[src/rtl/multicycle_control_pkg.sv]
// Shared constants for the multi-cycle controller: opcodes, state encodings,
// datapath select codes and the packed control-word layout.
package multicycle_control_pkg;

  localparam int WORD_SIZE = 32;

  localparam logic [5:0] OP_RTYPE = 6'h00;
  localparam logic [5:0] OP_LW    = 6'h23;
  localparam logic [5:0] OP_SW    = 6'h2B;
  localparam logic [5:0] OP_BEQ   = 6'h04;
  localparam logic [5:0] OP_ADDI  = 6'h08;
  localparam logic [5:0] OP_J     = 6'h02;

  localparam logic [3:0] ST_FETCH  = 4'd0;
  localparam logic [3:0] ST_DECODE = 4'd1;
  localparam logic [3:0] ST_MEMADR = 4'd2;
  localparam logic [3:0] ST_MEMRD  = 4'd3;
  localparam logic [3:0] ST_MEMWB  = 4'd4;
  localparam logic [3:0] ST_MEMWR  = 4'd5;
  localparam logic [3:0] ST_EXEC   = 4'd6;
  localparam logic [3:0] ST_ALUWB  = 4'd7;
  localparam logic [3:0] ST_BRANCH = 4'd8;
  localparam logic [3:0] ST_ADDIEX = 4'd9;
  localparam logic [3:0] ST_ADDIWB = 4'd10;
  localparam logic [3:0] ST_JUMP   = 4'd11;

  localparam logic [1:0] ALU_OP_ADD   = 2'b00;
  localparam logic [1:0] ALU_OP_SUB   = 2'b01;
  localparam logic [1:0] ALU_OP_FUNCT = 2'b10;

  localparam logic [1:0] PC_SRC_ALU    = 2'b00;
  localparam logic [1:0] PC_SRC_ALUOUT = 2'b01;
  localparam logic [1:0] PC_SRC_JUMP   = 2'b10;

  localparam logic [1:0] SRC_B_REG     = 2'b00;
  localparam logic [1:0] SRC_B_FOUR    = 2'b01;
  localparam logic [1:0] SRC_B_IMM     = 2'b10;
  localparam logic [1:0] SRC_B_IMM_SH2 = 2'b11;

  typedef struct packed {
    logic       mem_req;
    logic       i_or_d;
    logic       mem_write;
    logic       ir_write;
    logic       pc_write;
    logic       pc_write_cond;
    logic [1:0] pc_source;
    logic       alu_src_a;
    logic [1:0] alu_src_b;
    logic [1:0] alu_op;
    logic       reg_dst;
    logic       mem_to_reg;
    logic       reg_write;
    logic       instr_done;
    logic       illegal_op;
  } ctrl_t;

endpackage

[src/rtl/multicycle_control_if.sv]
// Controller <-> datapath/memory signal bundle. The controller is the master:
// it drives every select and strobe and reads the opcode and memory ready.
interface multicycle_control_if;
  logic [5:0] instr_op;
  logic       mem_ready;
  logic       mem_req;
  logic       i_or_d;
  logic       mem_write;
  logic       ir_write;
  logic       pc_write;
  logic       pc_write_cond;
  logic [1:0] pc_source;
  logic       alu_src_a;
  logic [1:0] alu_src_b;
  logic [1:0] alu_op;
  logic       reg_dst;
  logic       mem_to_reg;
  logic       reg_write;
  logic       instr_done;
  logic       illegal_op;
  logic [3:0] state;

  modport master (
    input  instr_op, mem_ready,
    output mem_req, i_or_d, mem_write, ir_write, pc_write, pc_write_cond,
           pc_source, alu_src_a, alu_src_b, alu_op, reg_dst, mem_to_reg,
           reg_write, instr_done, illegal_op, state
  );

  modport slave (
    output instr_op, mem_ready,
    input  mem_req, i_or_d, mem_write, ir_write, pc_write, pc_write_cond,
           pc_source, alu_src_a, alu_src_b, alu_op, reg_dst, mem_to_reg,
           reg_write, instr_done, illegal_op, state
  );
endinterface

[src/rtl/multicycle_control_next_state.sv]
// Combinational next-state and Moore output decode; mem_ready only affects
// the FETCH, MEMRD and MEMWR states.
module multicycle_control_next_state
  import multicycle_control_pkg::*;
(
  input  logic [3:0] state_i,
  input  logic [5:0] instr_op_i,
  input  logic       mem_ready_i,
  output logic [3:0] state_d_o,
  output ctrl_t      ctrl_o
);

  always_comb begin
    state_d_o = ST_FETCH;
    ctrl_o    = '0;
    case (state_i)
      ST_FETCH: begin
        ctrl_o.mem_req   = 1'b1;
        ctrl_o.alu_src_b = SRC_B_FOUR;
        ctrl_o.ir_write  = mem_ready_i;
        ctrl_o.pc_write  = mem_ready_i;
        state_d_o        = mem_ready_i ? ST_DECODE : ST_FETCH;
      end
      ST_DECODE: begin
        // Branch target is precomputed here so BRANCH needs only one cycle.
        ctrl_o.alu_src_b = SRC_B_IMM_SH2;
        case (instr_op_i)
          OP_LW, OP_SW: state_d_o = ST_MEMADR;
          OP_RTYPE:     state_d_o = ST_EXEC;
          OP_BEQ:       state_d_o = ST_BRANCH;
          OP_ADDI:      state_d_o = ST_ADDIEX;
          OP_J:         state_d_o = ST_JUMP;
          default: begin
            ctrl_o.illegal_op = 1'b1;
            state_d_o         = ST_FETCH;
          end
        endcase
      end
      ST_MEMADR: begin
        ctrl_o.alu_src_a = 1'b1;
        ctrl_o.alu_src_b = SRC_B_IMM;
        if (instr_op_i == OP_LW) begin
          state_d_o = ST_MEMRD;
        end else if (instr_op_i == OP_SW) begin
          state_d_o = ST_MEMWR;
        end
      end
      ST_MEMRD: begin
        ctrl_o.mem_req = 1'b1;
        ctrl_o.i_or_d  = 1'b1;
        state_d_o      = mem_ready_i ? ST_MEMWB : ST_MEMRD;
      end
      ST_MEMWB: begin
        ctrl_o.mem_to_reg = 1'b1;
        ctrl_o.reg_write  = 1'b1;
        ctrl_o.instr_done = 1'b1;
      end
      ST_MEMWR: begin
        // The store retires in the cycle memory accepts it.
        ctrl_o.mem_req    = 1'b1;
        ctrl_o.i_or_d     = 1'b1;
        ctrl_o.mem_write  = mem_ready_i;
        ctrl_o.instr_done = mem_ready_i;
        state_d_o         = mem_ready_i ? ST_FETCH : ST_MEMWR;
      end
      ST_EXEC: begin
        ctrl_o.alu_src_a = 1'b1;
        ctrl_o.alu_op    = ALU_OP_FUNCT;
        state_d_o        = ST_ALUWB;
      end
      ST_ALUWB: begin
        ctrl_o.reg_dst    = 1'b1;
        ctrl_o.reg_write  = 1'b1;
        ctrl_o.instr_done = 1'b1;
      end
      ST_BRANCH: begin
        ctrl_o.alu_src_a     = 1'b1;
        ctrl_o.alu_op        = ALU_OP_SUB;
        ctrl_o.pc_write_cond = 1'b1;
        ctrl_o.pc_source     = PC_SRC_ALUOUT;
        ctrl_o.instr_done    = 1'b1;
      end
      ST_ADDIEX: begin
        ctrl_o.alu_src_a = 1'b1;
        ctrl_o.alu_src_b = SRC_B_IMM;
        state_d_o        = ST_ADDIWB;
      end
      ST_ADDIWB: begin
        ctrl_o.reg_write  = 1'b1;
        ctrl_o.instr_done = 1'b1;
      end
      ST_JUMP: begin
        ctrl_o.pc_write   = 1'b1;
        ctrl_o.pc_source  = PC_SRC_JUMP;
        ctrl_o.instr_done = 1'b1;
      end
      default: begin
        state_d_o = ST_FETCH;
        ctrl_o    = '0;
      end
    endcase
  end

endmodule

[src/rtl/multicycle_control.sv]
// Multi-cycle MIPS-subset sequencing controller: state register plus output
// gating; all decode lives in multicycle_control_next_state.
module multicycle_control
  import multicycle_control_pkg::*;
(
  input  logic                 clk,
  input  logic                 rst_n,
  multicycle_control_if.master bus
);

  logic [3:0] state_q;
  logic [3:0] state_d;
  ctrl_t      ctrl;
  ctrl_t      ctrl_out;

  multicycle_control_next_state u_next_state (
    .state_i     (state_q),
    .instr_op_i  (bus.instr_op),
    .mem_ready_i (bus.mem_ready),
    .state_d_o   (state_d),
    .ctrl_o      (ctrl)
  );

  always_ff @(posedge clk or negedge rst_n) begin
    if (!rst_n) begin
      state_q <= ST_FETCH;
    end else begin
      state_q <= state_d;
    end
  end

  // FETCH would otherwise raise mem_req during reset; hold everything quiet.
  assign ctrl_out = rst_n ? ctrl : '0;

  assign bus.mem_req       = ctrl_out.mem_req;
  assign bus.i_or_d        = ctrl_out.i_or_d;
  assign bus.mem_write     = ctrl_out.mem_write;
  assign bus.ir_write      = ctrl_out.ir_write;
  assign bus.pc_write      = ctrl_out.pc_write;
  assign bus.pc_write_cond = ctrl_out.pc_write_cond;
  assign bus.pc_source     = ctrl_out.pc_source;
  assign bus.alu_src_a     = ctrl_out.alu_src_a;
  assign bus.alu_src_b     = ctrl_out.alu_src_b;
  assign bus.alu_op        = ctrl_out.alu_op;
  assign bus.reg_dst       = ctrl_out.reg_dst;
  assign bus.mem_to_reg    = ctrl_out.mem_to_reg;
  assign bus.reg_write     = ctrl_out.reg_write;
  assign bus.instr_done    = ctrl_out.instr_done;
  assign bus.illegal_op    = ctrl_out.illegal_op;
  assign bus.state         = rst_n ? state_q : ST_FETCH;

endmodule

[src/flat_wrapper.sv]
// flat-port wrapper written by rule: the top's interface ports become plain ports
module multicycle_control_flat import multicycle_control_pkg::*;
  (clk, rst_n, bus_instr_op, bus_mem_ready, bus_mem_req, bus_i_or_d, bus_mem_write, bus_ir_write, bus_pc_write, bus_pc_write_cond, bus_pc_source, bus_alu_src_a, bus_alu_src_b, bus_alu_op, bus_reg_dst, bus_mem_to_reg, bus_reg_write, bus_instr_done, bus_illegal_op, bus_state);
  multicycle_control_if bus_i ();
  input  logic clk;
  input  logic rst_n;
  input wire logic [$bits(bus_i.instr_op)-1:0] bus_instr_op;
  input wire logic [$bits(bus_i.mem_ready)-1:0] bus_mem_ready;
  output wire logic [$bits(bus_i.mem_req)-1:0] bus_mem_req;
  output wire logic [$bits(bus_i.i_or_d)-1:0] bus_i_or_d;
  output wire logic [$bits(bus_i.mem_write)-1:0] bus_mem_write;
  output wire logic [$bits(bus_i.ir_write)-1:0] bus_ir_write;
  output wire logic [$bits(bus_i.pc_write)-1:0] bus_pc_write;
  output wire logic [$bits(bus_i.pc_write_cond)-1:0] bus_pc_write_cond;
  output wire logic [$bits(bus_i.pc_source)-1:0] bus_pc_source;
  output wire logic [$bits(bus_i.alu_src_a)-1:0] bus_alu_src_a;
  output wire logic [$bits(bus_i.alu_src_b)-1:0] bus_alu_src_b;
  output wire logic [$bits(bus_i.alu_op)-1:0] bus_alu_op;
  output wire logic [$bits(bus_i.reg_dst)-1:0] bus_reg_dst;
  output wire logic [$bits(bus_i.mem_to_reg)-1:0] bus_mem_to_reg;
  output wire logic [$bits(bus_i.reg_write)-1:0] bus_reg_write;
  output wire logic [$bits(bus_i.instr_done)-1:0] bus_instr_done;
  output wire logic [$bits(bus_i.illegal_op)-1:0] bus_illegal_op;
  output wire logic [$bits(bus_i.state)-1:0] bus_state;
  assign bus_i.instr_op = bus_instr_op;
  assign bus_i.mem_ready = bus_mem_ready;
  assign bus_mem_req = bus_i.mem_req;
  assign bus_i_or_d = bus_i.i_or_d;
  assign bus_mem_write = bus_i.mem_write;
  assign bus_ir_write = bus_i.ir_write;
  assign bus_pc_write = bus_i.pc_write;
  assign bus_pc_write_cond = bus_i.pc_write_cond;
  assign bus_pc_source = bus_i.pc_source;
  assign bus_alu_src_a = bus_i.alu_src_a;
  assign bus_alu_src_b = bus_i.alu_src_b;
  assign bus_alu_op = bus_i.alu_op;
  assign bus_reg_dst = bus_i.reg_dst;
  assign bus_mem_to_reg = bus_i.mem_to_reg;
  assign bus_reg_write = bus_i.reg_write;
  assign bus_instr_done = bus_i.instr_done;
  assign bus_illegal_op = bus_i.illegal_op;
  assign bus_state = bus_i.state;
  multicycle_control u_core (.clk(clk), .rst_n(rst_n), .bus(bus_i));
endmodule
[config.mk]
export PLATFORM = sky130hd
export DESIGN_NAME = multicycle_control_flat
export DESIGN_NICKNAME = d
export VERILOG_FILES = /design/src/rtl/multicycle_control_pkg.sv /design/src/rtl/multicycle_control_if.sv /design/src/rtl/multicycle_control_next_state.sv /design/src/rtl/multicycle_control.sv /design/src/flat_wrapper.sv
export SDC_FILE = /design/constraint.sdc
export NUM_CORES = 1
export LEC_CHECK = 0
export ABC_AREA = 1
export ABC_CLOCK_PERIOD_IN_PS = 2300
export CELL_PAD_IN_SITES_DETAIL_PLACEMENT = 1
export CELL_PAD_IN_SITES_GLOBAL_PLACEMENT = 1
export CORE_MARGIN = 5
export CORE_UTILIZATION = 26
export DETAILED_ROUTE_END_ITERATION = 8
export GPL_ROUTABILITY_DRIVEN = 0
export HOLD_SLACK_MARGIN = 0.05
export PLACE_DENSITY = 0.93
export RECOVER_POWER = 100
export SETUP_SLACK_MARGIN = 0.05
export SYNTH_ARGS = -nofsm -noshare
export SYNTH_HDL_FRONTEND = slang
export SYNTH_SLANG_ARGS = --single-unit
[constraint.sdc]
create_clock -name clk -period 2.3 [get_ports clk]
set_clock_uncertainty 0.05 [all_clocks]
set_input_delay 0.345 -clock clk [delete_from_list [all_inputs] [get_ports clk]]
set_output_delay 0.345 -clock clk [all_outputs]
set_load 0.02 [all_outputs]
# Word level (Yosys, flattened, before mapping)
# Index checks and enable logic that the tools add are counted.
# word_totals
out_inout_bits,22
elab_cells,52
inputBits,9
reg_bits,4
# op_classes
n_reduce_logical,10
muxes,25
eq_ne,16
# ops
cell,count
4-bit case mux with 7 select lines,1
4-bit case mux with 5 select lines,1
18-bit 2-to-1 mux,1
"4-bit by 3-bit equality test with 1-bit output, second input constant",4
"4-bit equality test, second input constant",4
"6-bit equality test, second input constant",2
1-bit 2-to-1 mux,12
3-bit 2-to-1 mux,3
"4-bit by 2-bit equality test with 1-bit output, second input constant",2
4-bit 2-to-1 mux,2
2-bit case mux with 2 select lines,2
"6-bit by 2-bit equality test with 1-bit output, second input constant",1
"6-bit by 3-bit equality test with 1-bit output, second input constant",1
"6-bit by 4-bit equality test with 1-bit output, second input constant",1
6-bit zero test,1
2-bit case mux with 3 select lines,1
2-bit OR reduction,3
3-bit OR reduction,2
6-bit OR reduction,1
5-bit OR reduction,1
"4-bit by 1-bit equality test with 1-bit output, second input constant",1
4-bit zero test,1
1-bit case mux with 2 select lines,2
4-bit OR reduction,1

# Depth between registers and ports, before layout
# depth
depth_word,5
depth_mapped,6
depth_no_buf,6

# Modules after synthesis
# A second synthesis with hierarchy kept.
# hier_totals
hier_cells,144
hier_area_um2,698.2
# modules_own_cells
module,area_each_um2,cells_per_inst,instances
multicycle_control_next_state,410.4,94,1
multicycle_control,287.8,50,1

# Worst setup path after synthesis
# OpenSTA, ideal clock, no wires.
# synth_path
path_kind,input to output
start,input port rst_n
end,output port bus_pc_source[0]
path_slack_ns,0.585
path_buffers,3
path_stages,5
arrival_time_ns,1.320
path_cell_list,buf_2 > inv_1 > buf_2 > nor2_1 > buf_4
# synth_between
elab_chain_len,1
# synth_lines
element,line,rtl
start: declaration,flat_wrapper.sv:6,input logic rst_n;
18-bit 2-to-1 mux,multicycle_control.sv:33,assign ctrl_out = rst_n ? ctrl : '0;
end: declaration,flat_wrapper.sv:15,output wire logic [$bits(bus_i.pc_source)-1:0] bus_pc_source;
# Every way passes these cells.

# Worst setup path after layout
# layout_path
start,input port rst_n
end,output port bus_state[1]
# layout_between
elab_chain_len,1
# layout_lines
element,line,rtl
4-bit 2-to-1 mux,multicycle_control.sv:50,assign bus.state = rst_n ? state_q : ST_FETCH;
end: declaration,flat_wrapper.sv:24,output wire logic [$bits(bus_i.state)-1:0] bus_state;
# Every way passes these cells.

==> results.ini <==
[run_status]
status = completed

[power]
p_per_area_nw_per_um2 = 320
leakage_nw = 0.592
combPwrFrac = 0.452
pwr-share-seq = 0.273
netSwitchingFraction = 0.384
vdd_drop_max_uv = 265
switchingPower_uw = 119
pwr-share-clk = 0.275
intPower_uw = 191

[synth]
synth.distinct_cells = 16
ys_seq_elements = 4
yosysSeqAreaShare = 0.163
yosys_warnings = 0
synth.most_common_cell = nand2_1
ys_top_cells_by_area = nand2_1 (20%), dfrtp_1 (16%), nor2_1 (15%), nand3_1 (15%), inv_1 (9.1%)
syn_area_sq_um = 616
avgSynthCellArea_sq_um = 5.31
synth_edf_count = 0
synth_top_area_share = 0.195
async_reset_ff_frac = 1.00
synth_nets = 125
synth_common_cells = nand2_1 (32), nor2_1 (25), nand3_1 (18), inv_1 (15), inv_2 (5)
synth_cells = 116
synthFlopType = dfrtp_1
synth.largest_area_cell = nand2_1

[floorplan]
die_w_um = 58.7
ios = 31
initial_utilization = 0.276
core_sq_um = 2230
rows = 17
die-area_sq_um = 3440
fp.dieH_um = 58.7

[detailed_routing]
drt_first_pass_iters = 4
post_drt_wl_per_cell_um = 13.3
wl_mm = 2.41
initialDrtViolationCount = 15
drc_errors = 0
vias = 878
ant_nets = 0
post_drt_via_cell_ratio = 4.85

[cts]
cts_setup_buffers = 0
root_buffer = clkbuf_4
cts_tree = done
h-tree-depth = 1
clkTransAtPathRegs_ns = 0.04
clk_latency_ns = 0.23
ctsHoldBuffers = 0
clkSinkCount = 4
cts_buffers = 3
clockBufferDepth = 2

[global_routing]
track_usage = 0.156
grt-ovfl-total = 0
grt_first_pass_wirelength_mm = 4.22
grt_max_degree = 12
antenna_found_initial = 0
grt_pass1_vias = 929

[cells_and_area]
fin_util = 0.434
final_cells = 181
insertedDiodeCount = 0
fill_cells = 327
multi_input_area_sq_um = 423
drive_gt1_frac = 0.170
fin_area_sq_um = 970
top_regs = u_core.state_q (4)
largest_reg_flops = 4
top_register = u_core.state_q
regArea_sq_um = 104
area_growth_pct = 57.5
nNetsFinal = 164

[placed_design]
portBuffers = 30
hpwl_mm = 1.96
dpl.cell_count = 178
postPlaceCellArea_sq_um = 986
dp_slack_ns = -0.0347

[timing]
tightest_slew_ns = 0.326
final-hold-violation-count = 0
finalCritPeriodShare = 0.965
slew_headroom = 0.783
post-route-min-period_ns = 2.22
fmax_mhz = 451
maxSlewViolCount = 0
hold_slack_ns = 0.411
rsz0062_at_grt = false
setup_ws_ns = 0.0814
setup_violations = 0

[flow_run]
maxCapViolCount = 0

[setup_path]
crit_slowest_cell = dlygate4sd3_1
critical_path_arrival_ns = 1.82
critPathKind = primary input to output port
cp-start-kind = primary input
slowest_delay_ns = 0.66
crit_buf_inv = 4
worst-path-max-fanout = 11
crit_required_ns = 1.90
cp_cell_sequence = clkdlybuf4s50_1 > buf_4 > nand2_1 > inv_1 > dlygate4sd3_1
cp_top_family = buffers and inverters
critPathCaptureType = output port

[min_path]
worstHoldPathType = primary input to async pin

==> placed cells by master (no fill, tap or decap), types with 2 or more instances in the layout <==
cell / instances
a21oi_1: 2
inv_2: 5
dlygate4sd2_1: 13
dfrtp_2: 3
clkbuf_4: 4
nor2_1: 25
buf_4: 5
clkbuf_1: 5
nor2_2: 2
nand2_1: 32
dlygate4sd3_1: 2
clkdlybuf4s50_1: 10
nor2_4: 4
nand3_1: 18
inv_1: 15
==> power groups by stage <==
stage,clock [mW],combinational (mW),sequential [mW]
floorplan,0,0.0781,0.0829
global placement,0,0.144,0.0838
detailed placement,0,0.149,0.0841
CTS,0.0905,0.146,0.0848
global route,0.0977,0.155,0.0857
finish,0.0855,0.140,0.0847
==> per-stage QoR <==
step	power, mW	TNS [ns]
floorplan	0.161	0
global placement	0.228	0
detailed placement	0.233	-0.109
CTS	0.321	0
global route	0.338	0
finish	0.311	0
==> routing by layer <==
layer  up-vias  global-route usage  wire length (um)
met4         0              0.0388                 9
li1        435                   -                 -
met2        24               0.287              1260
met3         2              0.0307               113
met5         -                   0                 0
met1       417               0.184              1030
==> cell families after synthesis <==
group / share of synthesized area
and+or+nand+nor: 0.632
DFF: 0.163
buffers and inverters: 0.150
AOI/OAI and AO/OA: 0.0549
==> what timing repair did <==
item / CTS / global route
resized for setup: 19 / 5
gates cloned: 0 / 0
pin swaps: 0 / 0
setup endpoints to repair: 16 / 5
==> area by class of cell <==
| cell class | instances | share of cell area |
|---|---|---|
| Clock buffer | 3 | 0.0232 |
| Inverter | 20 | 0.0774 |
| Multi-Input combinational cell | 89 | 0.436 |
| Sequential cell | 4 | 0.107 |
| Tap cell | 28 | 0.0361 |
| Timing Repair Buffer | 37 | 0.320 |
==> worst reg2reg max path, cell delays in order (launching register included) <==
cell	delay [ns]
dfrtp_1	0.43
nor2_4	0.23
inv_2	0.07
nor2_2	0.12
buf_4	0.15
nand4_1	0.08
nand3_1	0.10
==> path summary, 6_finish.rpt <==
kind / startpoint / to / slack, ns / depth (start not counted)
setup / recovery: rst_n / bus_state[1] / 0.08 / 5
hold / removal: rst_n / u_core.state_q[2]$_DFF_PN0_ / 0.41 / 2
setup reg to reg: u_core.state_q[2]$_DFF_PN0_ / u_core.state_q[2]$_DFF_PN0_ / 0.99 / 6
hold reg to reg: u_core.state_q[1]$_DFF_PN0_ / u_core.state_q[3]$_DFF_PN0_ / 0.66 / 3
max in group asynchronous: rst_n / u_core.state_q[1]$_DFF_PN0_ / 1.63 / 2
min in group clk: u_core.state_q[1]$_DFF_PN0_ / u_core.state_q[3]$_DFF_PN0_ / 0.66 / 3
Power figures use the tool's default switching activity.
